$ cat src/rtl/wb_arb_pkg.sv
// Shared definitions for the dual-master Wishbone arbiter.
//   arb_state_t : FSM state encoding (IDLE / GNT_D / GNT_I)
//   to_w()      : width of the timeout counter for a given TIMEOUT
package wb_arb_pkg;

   typedef enum logic [1:0] {
      IDLE  = 2'd0,
      GNT_D = 2'd1,
      GNT_I = 2'd2
   } arb_state_t;

   // TO_W = $clog2(TIMEOUT+1); yields 0 for TIMEOUT = 0, callers clamp to 1
   function automatic int to_w(input int timeout);
      return $clog2(timeout + 1);
   endfunction

endpackage

$ cat src/rtl/wb_dual_master_arbiter_if.sv
// Wishbone bundle around the arbiter: data master, instruction master and
// the shared slave.
//   slave  modport : the arbiter's view (accepts master requests, drives slave)
//   master modport : the environment's view (drives master requests and the
//                    slave response)
interface wb_dual_master_arbiter_if #(
   parameter int AW = 32,
   parameter int DW = 32
);
   // data master
   logic            d_cyc_i, d_stb_i, d_we_i;
   logic [AW-1:0]   d_adr_i;
   logic [DW-1:0]   d_dat_i;
   logic [DW/8-1:0] d_sel_i;
   logic [DW-1:0]   d_dat_o;
   logic            d_ack_o, d_err_o;
   // instruction master (read-only)
   logic            i_cyc_i, i_stb_i;
   logic [AW-1:0]   i_adr_i;
   logic [DW-1:0]   i_dat_o;
   logic            i_ack_o, i_err_o;
   // shared slave
   logic            s_cyc_o, s_stb_o, s_we_o;
   logic [AW-1:0]   s_adr_o;
   logic [DW-1:0]   s_dat_o;
   logic [DW/8-1:0] s_sel_o;
   logic [DW-1:0]   s_dat_i;
   logic            s_ack_i, s_err_i;

   modport slave (
      input  d_cyc_i, d_stb_i, d_we_i, d_adr_i, d_dat_i, d_sel_i,
      output d_dat_o, d_ack_o, d_err_o,
      input  i_cyc_i, i_stb_i, i_adr_i,
      output i_dat_o, i_ack_o, i_err_o,
      output s_cyc_o, s_stb_o, s_we_o, s_adr_o, s_dat_o, s_sel_o,
      input  s_dat_i, s_ack_i, s_err_i
   );

   modport master (
      output d_cyc_i, d_stb_i, d_we_i, d_adr_i, d_dat_i, d_sel_i,
      input  d_dat_o, d_ack_o, d_err_o,
      output i_cyc_i, i_stb_i, i_adr_i,
      input  i_dat_o, i_ack_o, i_err_o,
      input  s_cyc_o, s_stb_o, s_we_o, s_adr_o, s_dat_o, s_sel_o,
      output s_dat_i, s_ack_i, s_err_i
   );

endinterface

$ cat src/rtl/wb_timeout_counter.sv
// Bus-timeout counter for a granted transaction.
//   clk, rst_n : clock, async active-low reset
//   clear      : zero the count (held while the arbiter is idle)
//   enable     : count this cycle (a transaction is outstanding)
//   expired    : high in the cycle where the count reaches TIMEOUT-1
// TIMEOUT = 0 disables expiry; the counter then just wraps harmlessly.
module wb_timeout_counter
   import wb_arb_pkg::*;
#(
   parameter int TIMEOUT = 255
) (
   input  logic clk,
   input  logic rst_n,
   input  logic clear,
   input  logic enable,
   output logic expired
);

   localparam int TO_W = to_w(TIMEOUT);
   localparam int CW   = (TO_W < 1) ? 1 : TO_W;
   localparam logic [CW-1:0] LAST = CW'(TIMEOUT - 1);

   logic [CW-1:0] cnt;

   always_ff @(posedge clk or negedge rst_n) begin
      if (!rst_n)      cnt <= '0;
      else if (clear)  cnt <= '0;
      else if (enable) cnt <= cnt + CW'(1);
   end

   assign expired = (TIMEOUT != 0) && enable && (cnt == LAST);

endmodule

$ cat src/rtl/wb_dual_master_arbiter.sv
// Two-master / one-slave Wishbone classic arbiter. Data port wins ties unless
// it held the previous grant; a hung slave is turned into an err response
// after TIMEOUT cycles.
//   clk, rst_n : clock, async active-low reset
//   bus        : data master, instruction master and slave signals
//   grant_o    : registered grant, bit0 = data, bit1 = instruction
//   timeout_o  : one-cycle pulse when a timeout err is issued
module wb_dual_master_arbiter
   import wb_arb_pkg::*;
#(
   parameter int AW      = 32,
   parameter int DW      = 32,
   parameter int TIMEOUT = 255
) (
   input  logic                      clk,
   input  logic                      rst_n,
   wb_dual_master_arbiter_if.slave   bus,
   output logic [1:0]                grant_o,
   output logic                      timeout_o
);

   arb_state_t state, state_nxt;
   logic       last_d;
   logic       req_d, req_i;
   logic       gnt_d, gnt_i;
   logic       cyc_x;       // cyc of whichever master holds the grant
   logic       expired;
   logic       to_pulse;

   assign req_d = bus.d_cyc_i & bus.d_stb_i;
   assign req_i = bus.i_cyc_i & bus.i_stb_i;
   assign gnt_d = (state == GNT_D);
   assign gnt_i = (state == GNT_I);
   assign cyc_x = (gnt_d & bus.d_cyc_i) | (gnt_i & bus.i_cyc_i);

   // counting only while the owner keeps cyc up; an abort is not a timeout
   wb_timeout_counter #(.TIMEOUT(TIMEOUT)) u_to (
      .clk     (clk),
      .rst_n   (rst_n),
      .clear   (state == IDLE),
      .enable  (cyc_x),
      .expired (expired)
   );

   // a real slave response in the expiry cycle takes precedence
   assign to_pulse  = expired & ~bus.s_ack_i & ~bus.s_err_i;
   assign timeout_o = to_pulse;
   assign grant_o   = {gnt_i, gnt_d};

   always_ff @(posedge clk or negedge rst_n) begin
      if (!rst_n) begin
         state  <= IDLE;
         last_d <= 1'b0;
      end else begin
         state <= state_nxt;
         if (state == IDLE && state_nxt == GNT_D) last_d <= 1'b1;
         if (state == IDLE && state_nxt == GNT_I) last_d <= 1'b0;
      end
   end

   always_comb begin
      state_nxt = state;
      case (state)
         IDLE: begin
            if (req_d && (!req_i || !last_d)) state_nxt = GNT_D;
            else if (req_i)                   state_nxt = GNT_I;
         end
         GNT_D, GNT_I: begin
            if (!cyc_x || bus.s_ack_i || bus.s_err_i || expired) state_nxt = IDLE;
         end
         default: state_nxt = IDLE;
      endcase
   end

   // slave request mux and response demux; IDLE drives everything to zero
   always_comb begin
      bus.s_cyc_o = 1'b0;
      bus.s_stb_o = 1'b0;
      bus.s_we_o  = 1'b0;
      bus.s_adr_o = '0;
      bus.s_dat_o = '0;
      bus.s_sel_o = '0;
      bus.d_ack_o = 1'b0;
      bus.d_err_o = 1'b0;
      bus.d_dat_o = '0;
      bus.i_ack_o = 1'b0;
      bus.i_err_o = 1'b0;
      bus.i_dat_o = '0;
      if (gnt_d) begin
         bus.s_cyc_o = bus.d_cyc_i;
         bus.s_stb_o = bus.d_cyc_i & bus.d_stb_i;
         bus.s_we_o  = bus.d_we_i;
         bus.s_adr_o = bus.d_adr_i;
         bus.s_dat_o = bus.d_dat_i;
         bus.s_sel_o = bus.d_sel_i;
         bus.d_ack_o = bus.d_cyc_i & bus.s_ack_i;
         bus.d_err_o = bus.d_cyc_i & (bus.s_err_i | to_pulse);
         bus.d_dat_o = bus.s_dat_i;
      end else if (gnt_i) begin
         bus.s_cyc_o = bus.i_cyc_i;
         bus.s_stb_o = bus.i_cyc_i & bus.i_stb_i;
         bus.s_adr_o = bus.i_adr_i;
         bus.s_sel_o = '1;
         bus.i_ack_o = bus.i_cyc_i & bus.s_ack_i;
         bus.i_err_o = bus.i_cyc_i & (bus.s_err_i | to_pulse);
         bus.i_dat_o = bus.s_dat_i;
      end
   end

endmodule
$ cat src/flat_wrapper.sv
// flat-port wrapper written by rule: the top's interface ports become plain ports
module wb_dual_master_arbiter_flat import wb_arb_pkg::*;
#(
   parameter int AW      = 32,
   parameter int DW      = 32,
   parameter int TIMEOUT = 255
)
  (clk, rst_n, grant_o, timeout_o, bus_d_cyc_i, bus_d_stb_i, bus_d_we_i, bus_d_adr_i, bus_d_dat_i, bus_d_sel_i, bus_d_dat_o, bus_d_ack_o, bus_d_err_o, bus_i_cyc_i, bus_i_stb_i, bus_i_adr_i, bus_i_dat_o, bus_i_ack_o, bus_i_err_o, bus_s_cyc_o, bus_s_stb_o, bus_s_we_o, bus_s_adr_o, bus_s_dat_o, bus_s_sel_o, bus_s_dat_i, bus_s_ack_i, bus_s_err_i);
  wb_dual_master_arbiter_if #(.AW(AW), .DW(DW)) bus_i ();
  input  logic clk;
  input  logic rst_n;
  output logic [1:0] grant_o;
  output logic timeout_o;
  input wire logic [$bits(bus_i.d_cyc_i)-1:0] bus_d_cyc_i;
  input wire logic [$bits(bus_i.d_stb_i)-1:0] bus_d_stb_i;
  input wire logic [$bits(bus_i.d_we_i)-1:0] bus_d_we_i;
  input wire logic [$bits(bus_i.d_adr_i)-1:0] bus_d_adr_i;
  input wire logic [$bits(bus_i.d_dat_i)-1:0] bus_d_dat_i;
  input wire logic [$bits(bus_i.d_sel_i)-1:0] bus_d_sel_i;
  output wire logic [$bits(bus_i.d_dat_o)-1:0] bus_d_dat_o;
  output wire logic [$bits(bus_i.d_ack_o)-1:0] bus_d_ack_o;
  output wire logic [$bits(bus_i.d_err_o)-1:0] bus_d_err_o;
  input wire logic [$bits(bus_i.i_cyc_i)-1:0] bus_i_cyc_i;
  input wire logic [$bits(bus_i.i_stb_i)-1:0] bus_i_stb_i;
  input wire logic [$bits(bus_i.i_adr_i)-1:0] bus_i_adr_i;
  output wire logic [$bits(bus_i.i_dat_o)-1:0] bus_i_dat_o;
  output wire logic [$bits(bus_i.i_ack_o)-1:0] bus_i_ack_o;
  output wire logic [$bits(bus_i.i_err_o)-1:0] bus_i_err_o;
  output wire logic [$bits(bus_i.s_cyc_o)-1:0] bus_s_cyc_o;
  output wire logic [$bits(bus_i.s_stb_o)-1:0] bus_s_stb_o;
  output wire logic [$bits(bus_i.s_we_o)-1:0] bus_s_we_o;
  output wire logic [$bits(bus_i.s_adr_o)-1:0] bus_s_adr_o;
  output wire logic [$bits(bus_i.s_dat_o)-1:0] bus_s_dat_o;
  output wire logic [$bits(bus_i.s_sel_o)-1:0] bus_s_sel_o;
  input wire logic [$bits(bus_i.s_dat_i)-1:0] bus_s_dat_i;
  input wire logic [$bits(bus_i.s_ack_i)-1:0] bus_s_ack_i;
  input wire logic [$bits(bus_i.s_err_i)-1:0] bus_s_err_i;
  assign bus_i.d_cyc_i = bus_d_cyc_i;
  assign bus_i.d_stb_i = bus_d_stb_i;
  assign bus_i.d_we_i = bus_d_we_i;
  assign bus_i.d_adr_i = bus_d_adr_i;
  assign bus_i.d_dat_i = bus_d_dat_i;
  assign bus_i.d_sel_i = bus_d_sel_i;
  assign bus_d_dat_o = bus_i.d_dat_o;
  assign bus_d_ack_o = bus_i.d_ack_o;
  assign bus_d_err_o = bus_i.d_err_o;
  assign bus_i.i_cyc_i = bus_i_cyc_i;
  assign bus_i.i_stb_i = bus_i_stb_i;
  assign bus_i.i_adr_i = bus_i_adr_i;
  assign bus_i_dat_o = bus_i.i_dat_o;
  assign bus_i_ack_o = bus_i.i_ack_o;
  assign bus_i_err_o = bus_i.i_err_o;
  assign bus_s_cyc_o = bus_i.s_cyc_o;
  assign bus_s_stb_o = bus_i.s_stb_o;
  assign bus_s_we_o = bus_i.s_we_o;
  assign bus_s_adr_o = bus_i.s_adr_o;
  assign bus_s_dat_o = bus_i.s_dat_o;
  assign bus_s_sel_o = bus_i.s_sel_o;
  assign bus_i.s_dat_i = bus_s_dat_i;
  assign bus_i.s_ack_i = bus_s_ack_i;
  assign bus_i.s_err_i = bus_s_err_i;
  wb_dual_master_arbiter #(.AW(AW), .DW(DW), .TIMEOUT(TIMEOUT)) u_core (.clk(clk), .rst_n(rst_n), .bus(bus_i), .grant_o(grant_o), .timeout_o(timeout_o));
endmodule
$ cat config.mk
export PLATFORM = sky130hd
export DESIGN_NAME = wb_dual_master_arbiter_flat
export DESIGN_NICKNAME = d
export VERILOG_FILES = /design/src/rtl/wb_arb_pkg.sv /design/src/rtl/wb_dual_master_arbiter_if.sv /design/src/rtl/wb_timeout_counter.sv /design/src/rtl/wb_dual_master_arbiter.sv /design/src/flat_wrapper.sv
export SDC_FILE = /design/constraint.sdc
export NUM_CORES = 1
export LEC_CHECK = 0
export BUFFER_PORTS_ARGS = -buffer_cell sky130_fd_sc_hd__buf_2
export CAP_MARGIN = 10
export CORE_AREA = 2 2 111 113
export DETAILED_ROUTE_END_ITERATION = 12
export DIE_AREA = 0 0 113 115
export PLACE_DENSITY = 0.56
export SYNTH_ARGS = -nofsm -noshare
export SYNTH_HDL_FRONTEND = slang
export SYNTH_SLANG_ARGS = --single-unit
$ cat constraint.sdc
create_clock -name clk -period 2.3 [get_ports clk]
set_clock_uncertainty 0.1 [all_clocks]
set_input_delay 0.46 -clock clk [delete_from_list [all_inputs] [get_ports clk]]
set_output_delay 0.46 -clock clk [all_outputs]
set_load 0.02 [all_outputs]
# --- Yosys cells after proc, flatten, opt, wreduce, memory -nomap -nowiden ---
# Cells that the tools add are included.
word_totals:
  output_inout_bits: 142
  reg_bits: 11
  input_bits: 141
  word_cells: 65
classes:
  reduce_logical: 15
  bitwise_logic: 14
  n_addsub: 1
  n_eq_ne: 5
  muxes: 27
op_table:
  columns: ["cell", "count"]
  rows:
  - ["$mux 32", 6]
  - ["$mux 8", 2]
  - ["$mux 1", 13]
  - ["$and 1x1->1", 10]
  - ["$add 8x1->8 const B", 1]
  - ["$eq 8x8->1 const B", 1]
  - ["$mux 4", 2]
  - ["$mux 2", 3]
  - ["$eq 2x1->1 const B", 2]
  - ["$eq 2x2->1 const B", 2]
  - ["$logic_and 1x1->1", 4]
  - ["$logic_or 1x1->1", 4]
  - ["$pmux 2 s2", 1]
  - ["$reduce_bool 2->1", 2]
  - ["$logic_not 1->1", 3]
  - ["$logic_not 2->1", 1]
  - ["$not 1->1", 2]
  - ["$or 1x1->1", 2]
  - ["$reduce_or 2->1", 1]

# --- Logic depth before layout (Yosys ltp) ---
logic_depth:
  word_depth: 13
  depth_mapped: 9
  depth_no_buf: 7

# --- Cells and area by module ---
# Synthesis repeated with hierarchy kept, for this count alone.
unflattened:
  cells_unflattened: 240
  area_unflattened_um2: 1756.7
by_module_without_submodules:
  columns: ["module", "area_each_um2", "n_inst", "seq_area_each_um2", "cells_each"]
  rows:
  - ["wb_dual_master_arbiter", 1345.0, 1, 75.1, 199]
  - ["wb_timeout_counter", 411.6, 1, 200.2, 41]

# --- Least setup slack after synthesis ---
# Ideal clock, no wire load.
synth_path:
  path_kind: "reg2out"
  from: "reg u_core.state[1]"
  to: "out bus_i_err_o"
  stages_incl_launch_ff: 9
  arrival_ns: 1.628
  n_path_buf: 3
  t_required_ns: 1.740
  path_slack_ns: 0.112
  path_cell_list: "dfrtp_1 > inv_1 > ha_1 > buf_6 > nor2b_1 > clkbuf_1 > buf_2 > nand2_1 > nor2_1"
synth_via:
  elab_chain_len: 10
  word_cells_on_any_way: 12
  cone_classes: "eq/ne: 2; mux: 2; bitwise: 7; reduce/logical: 1"
synth_rtl:
  columns: ["element", "line_no", "text"]
  rows:
  - ["start: declaration", "wb_dual_master_arbiter.sv:22", "arb_state_t state, state_nxt;"]
  - ["start signal: assignment", "wb_dual_master_arbiter.sv:55", "state <= state_nxt;"]
  - ["$eq 2x1->1 (*)", "wb_dual_master_arbiter.sv:32", "assign gnt_d = (state == GNT_D);"]
  - ["net u_core.gnt_d", "wb_dual_master_arbiter.sv:25", "logic gnt_d, gnt_i;"]
  - ["$and 1x1->1", "wb_dual_master_arbiter.sv:34", "assign cyc_x = (gnt_d & bus.d_cyc_i) | (gnt_i & bus.i_cyc_i);"]
  - ["$or 1x1->1", "wb_dual_master_arbiter.sv:34", null]
  - ["$logic_and 1x1->1", "wb_timeout_counter.sv:31", "assign expired = (TIMEOUT != 0) && enable && (cnt == LAST);"]
  - ["$and 1x1->1 (2 in series)", "wb_dual_master_arbiter.sv:46", "assign to_pulse = expired & ~bus.s_ack_i & ~bus.s_err_i;"]
  - ["$or 1x1->1", "wb_dual_master_arbiter.sv:105", "bus.i_err_o = bus.i_cyc_i & (bus.s_err_i | to_pulse);"]
  - ["$and 1x1->1", "wb_dual_master_arbiter.sv:105", null]
  - ["$mux 1", "wb_dual_master_arbiter.sv:99", "end else if (gnt_i) begin"]
  - ["$mux 1 (*)", "wb_dual_master_arbiter.sv:89", "if (gnt_d) begin"]
  - ["end: declaration", "flat_wrapper.sv:28", "output wire logic [$bits(bus_i.i_err_o)-1:0] bus_i_err_o;"]
# The timed path passes the listed nets; every way through them passes the cells marked *.

# --- Worst setup path in the final report ---
layout_path:
  from: "reg u_core.state[0]"
  to: "out bus_s_adr_o[19]"
layout_via:
  elab_chain_len: 3
  word_cells_on_any_way: 4
  cone_classes: "eq/ne: 2; mux: 2"
layout_rtl:
  columns: ["element", "line_no", "text"]
  rows:
  - ["$eq 2x2->1", "wb_dual_master_arbiter.sv:33", "assign gnt_i = (state == GNT_I);"]
  - ["$mux 32", "wb_dual_master_arbiter.sv:99", null]
  - ["$mux 32 (*)", "wb_dual_master_arbiter.sv:89", null]
  - ["end: declaration", "flat_wrapper.sv:32", "output wire logic [$bits(bus_i.s_adr_o)-1:0] bus_s_adr_o;"]
# Every way passes the cells marked *; elsewhere a longest branch is shown, timed or not.

==> flow_summary.toml <==
[yosys]
synth_cell_type_count = 30
synthArstFlopShare_pct = 100
synth_mux_area_share_pct = 0
synthAdderAreaFrac_pct = 4.30
yosysWarnings = 0
synth_compound_gate_area_share_pct = 23.6
yosys.area_share.simple_pct = 45.1
yosys.area_share.xor_xnor_pct = 3.51
synth.avg_cell_area_um2 = 7.34
synth_flop_cell = "dfrtp_1"
synthCells = 238
synth_seq_cells = 11
netlist_area_um2 = 1750
synth_edf_count = 0
synth_top_family_by_area = "simple AND/OR/NAND/NOR gates"
ys_seq_area_share_pct = 15.8
syn_nets = 385

[sta]
finalHoldViolations = 0
fmax_mhz = 441
setup_viol = 0
slew_headroom_pct = 73.3
final.min_clock_period_ns = 2.27
worst_pin_slew_ns = 0.400
fin_crit_sh_pct = 98.5
final_max_slew_viol_count = 0
setup_tns_ns = 0

[die]
coreArea_um2 = 11800
dieArea_um2 = 13000
die_w_um = 113
start_util_pct = 14.8
dieHeight_um = 115
io_pins = 283
num_rows = 40

[route]
wirelength_um = 11000
vias = 2723
vias_per_cell = 4.13
wire_per_inst_um = 16.7
drc = 20
ant_nets = 0
drt_iter0_drc = 117
drtPass1Iterations = 8

[critical_path]
start_kind = "register"
worst-path-buf-inv = 4
critPathTopFamily = "buffers and inverters"
required_ns = 1.74
timing.critical_path.mode_cell = "buf_12"
critPathSlowestCell = "dfrtp_1"
worstPathCellList = "buf_4 -> ha_4 -> nor2b_4 -> buf_12 -> buf_12 -> a22o_1 -> buf_2"
end_kind = "output pin"
cpPeakStageDelay_ns = 0.37
critical_path_peak_fanout = 17
critPathArrivalTime_ns = 1.71
criticalPathCategory = "reg2out"

[placement]
gp_congestion = 0.896
placedCellCount = 648
io_buffers = 282
dpl.hpwl_um = 9180

[outcome]
outcome = "complete, but fails checks"
failed_checks = "DRC"

[pwr]
power_leakage_nw = 2.20
combPwrFrac_pct = 85.6
peakVddDrop_mv = 0.555
power_density_nw_per_um2 = 1150
switching_power_w = 0.00223
pwr-share-clk_pct = 7.8
swShare_pct = 54.7
intPower_w = 0.00185
power_frac_seq_pct = 6.6

[clock_network]
clockRootBuffer = "clkbuf_16"
cts_tree = "built"
clkTransAtPathRegs_ns = 0.04
cts_buffer_depth = 2
clkSinkCount = 11
cts_max_level = 1
insertion_delay_ns = 0.24
cts-buffers-inserted = 3

[global_route]
antenna_found_initial = 0
first_global_vias = 2509
overflow = 0
grt_usage_pct = 14.6
grt_pass1_wl_um = 14800
grt_max_degree = 63

[job]
max-cap-violations = 0

[finish]
nFillCells = 1313
area_delta_synth_final_pct = 104
final_cells = 659
regArea_um2 = 277
fin_util_pct = 30.2
final_net_count = 660
multi_input_area_um2 = 1390
drive_gt1_share_pct = 60.0
num_antenna_cells = 0

[min_path]
hold_path.class = "reg2reg"
[flip-flops by register name (all words and copies together), names as in the netlist]
signal / count
u_core.u_to.cnt: 8
u_core.state: 2
u_core.last_d: 1
[worst min-delay path: cells and delay by family, from the launching register on]
family | cells | cell delay, ns
xor+xnor | 1 | 0.07
flops | 1 | 0.35
simple gates | 1 | 0.08
[kinds of logic (layout without fill, tap and decap cells)]
kind of cell               after synthesis  in the layout
DFF                                     11             11
xor gates and xnor gates                 7              7
AOI/OAI and AO/OA                       49             49
buffers and inverters                   28            302
adders and majority gates                6              6
and+or+nand+nor                        137            137
[layer usage]
layer | track usage [%] | routed length, µm
met1 | 18.9 | 4520
met2 | 25.7 | 5440
met3 | 2.48 | 867
met4 | 2.52 | 149
met5 | 0 | 0
[stage by stage]
step | hold slack [ns] | area (µm²) | total power (W) | setup slack [ns]
after floorplan | 0.0644 | 1750 | 0.00235 | 0.112
after global placement | 0.238 | 3310 | 0.00348 | 0.225
after detailed placement | 0.239 | 3310 | 0.00352 | 0.172
after CTS | 0.449 | 3410 | 0.00388 | 0.00295
after global routing | 0.492 | 3560 | 0.00435 | -0.0108
final | 0.443 | 3560 | 0.00408 | 0.0342
[cell usage after synthesis, types with 4 or more instances]
| master | number | area [µm²] |
|---|---|---|
| and2_1 | 98 | 613 |
| a22o_1 | 33 | 289 |
| nor2_1 | 16 | 60.1 |
| clkbuf_1 | 14 | 52.6 |
| dfrtp_1 | 11 | 275 |
| nand2_1 | 10 | 37.5 |
| ha_1 | 6 | 75.1 |
| a21o_1 | 5 | 37.5 |
| buf_2 | 5 | 25.0 |
| inv_1 | 4 | 15.0 |
| xor2_1 | 4 | 35.0 |
[power by group through the flow]
stage	logic [W]	registers (W)	clock network, W
after detailed placement	0.00324	0.000278	0
after global routing	0.00374	0.000275	0.000334
after floorplan	0.00209	0.000269	0
after CTS	0.00329	0.000268	0.000320
final	0.00349	0.000271	0.000317
after global placement	0.00320	0.000274	0
[cell type report]
type                            instances  area share, %
Timing Repair Buffer                  294           45.4
Sequential cell                        11           7.76
Multi-Input combinational cell        199           39.0
Inverter                                4          0.421
Clock buffer                            4           2.21
Tap cell                              147           5.16
[layout by cell type, fill, tap and decap left out, types with 3 or more instances in the layout]
cell type,instances
and2_1,98
ha_1,4
buf_2,272
nor2_1,16
nand2_1,9
buf_12,4
buf_4,14
clkbuf_16,5
xnor2_1,3
and3_1,3
a21o_1,5
inv_1,3
a22o_1,31
dfrtp_1,10
nand4_1,3
xor2_1,4
[timing repair]
action,in CTS,in global routing
endpoints found under the hold margin,11,0
setup buffers,1,3
hold buffers,1,0
resized for setup,3,18
pin swaps,0,2
gates cloned,0,2
setup endpoints to repair,24,82
[final timing paths]
kind	start	end	slack [ns]	cells after the start
setup / recovery	u_core.state[0]$_DFF_PN0_	bus_s_adr_o[19]	0.03	7
hold / removal	u_core.u_to.cnt[6]$_DFFE_PN0P_	u_core.u_to.cnt[6]$_DFFE_PN0P_	0.44	2
setup reg to reg	u_core.state[0]$_DFF_PN0_	u_core.last_d$_DFFE_PN0P_	0.45	8
hold reg to reg	u_core.u_to.cnt[6]$_DFFE_PN0P_	u_core.u_to.cnt[6]$_DFFE_PN0P_	0.44	2
max in group asynchronous	rst_n	u_core.state[1]$_DFF_PN0_	1.36	2
min in group asynchronous	rst_n	u_core.u_to.cnt[0]$_DFFE_PN0P_	0.52	2
Power figures use the tool's default switching activity.
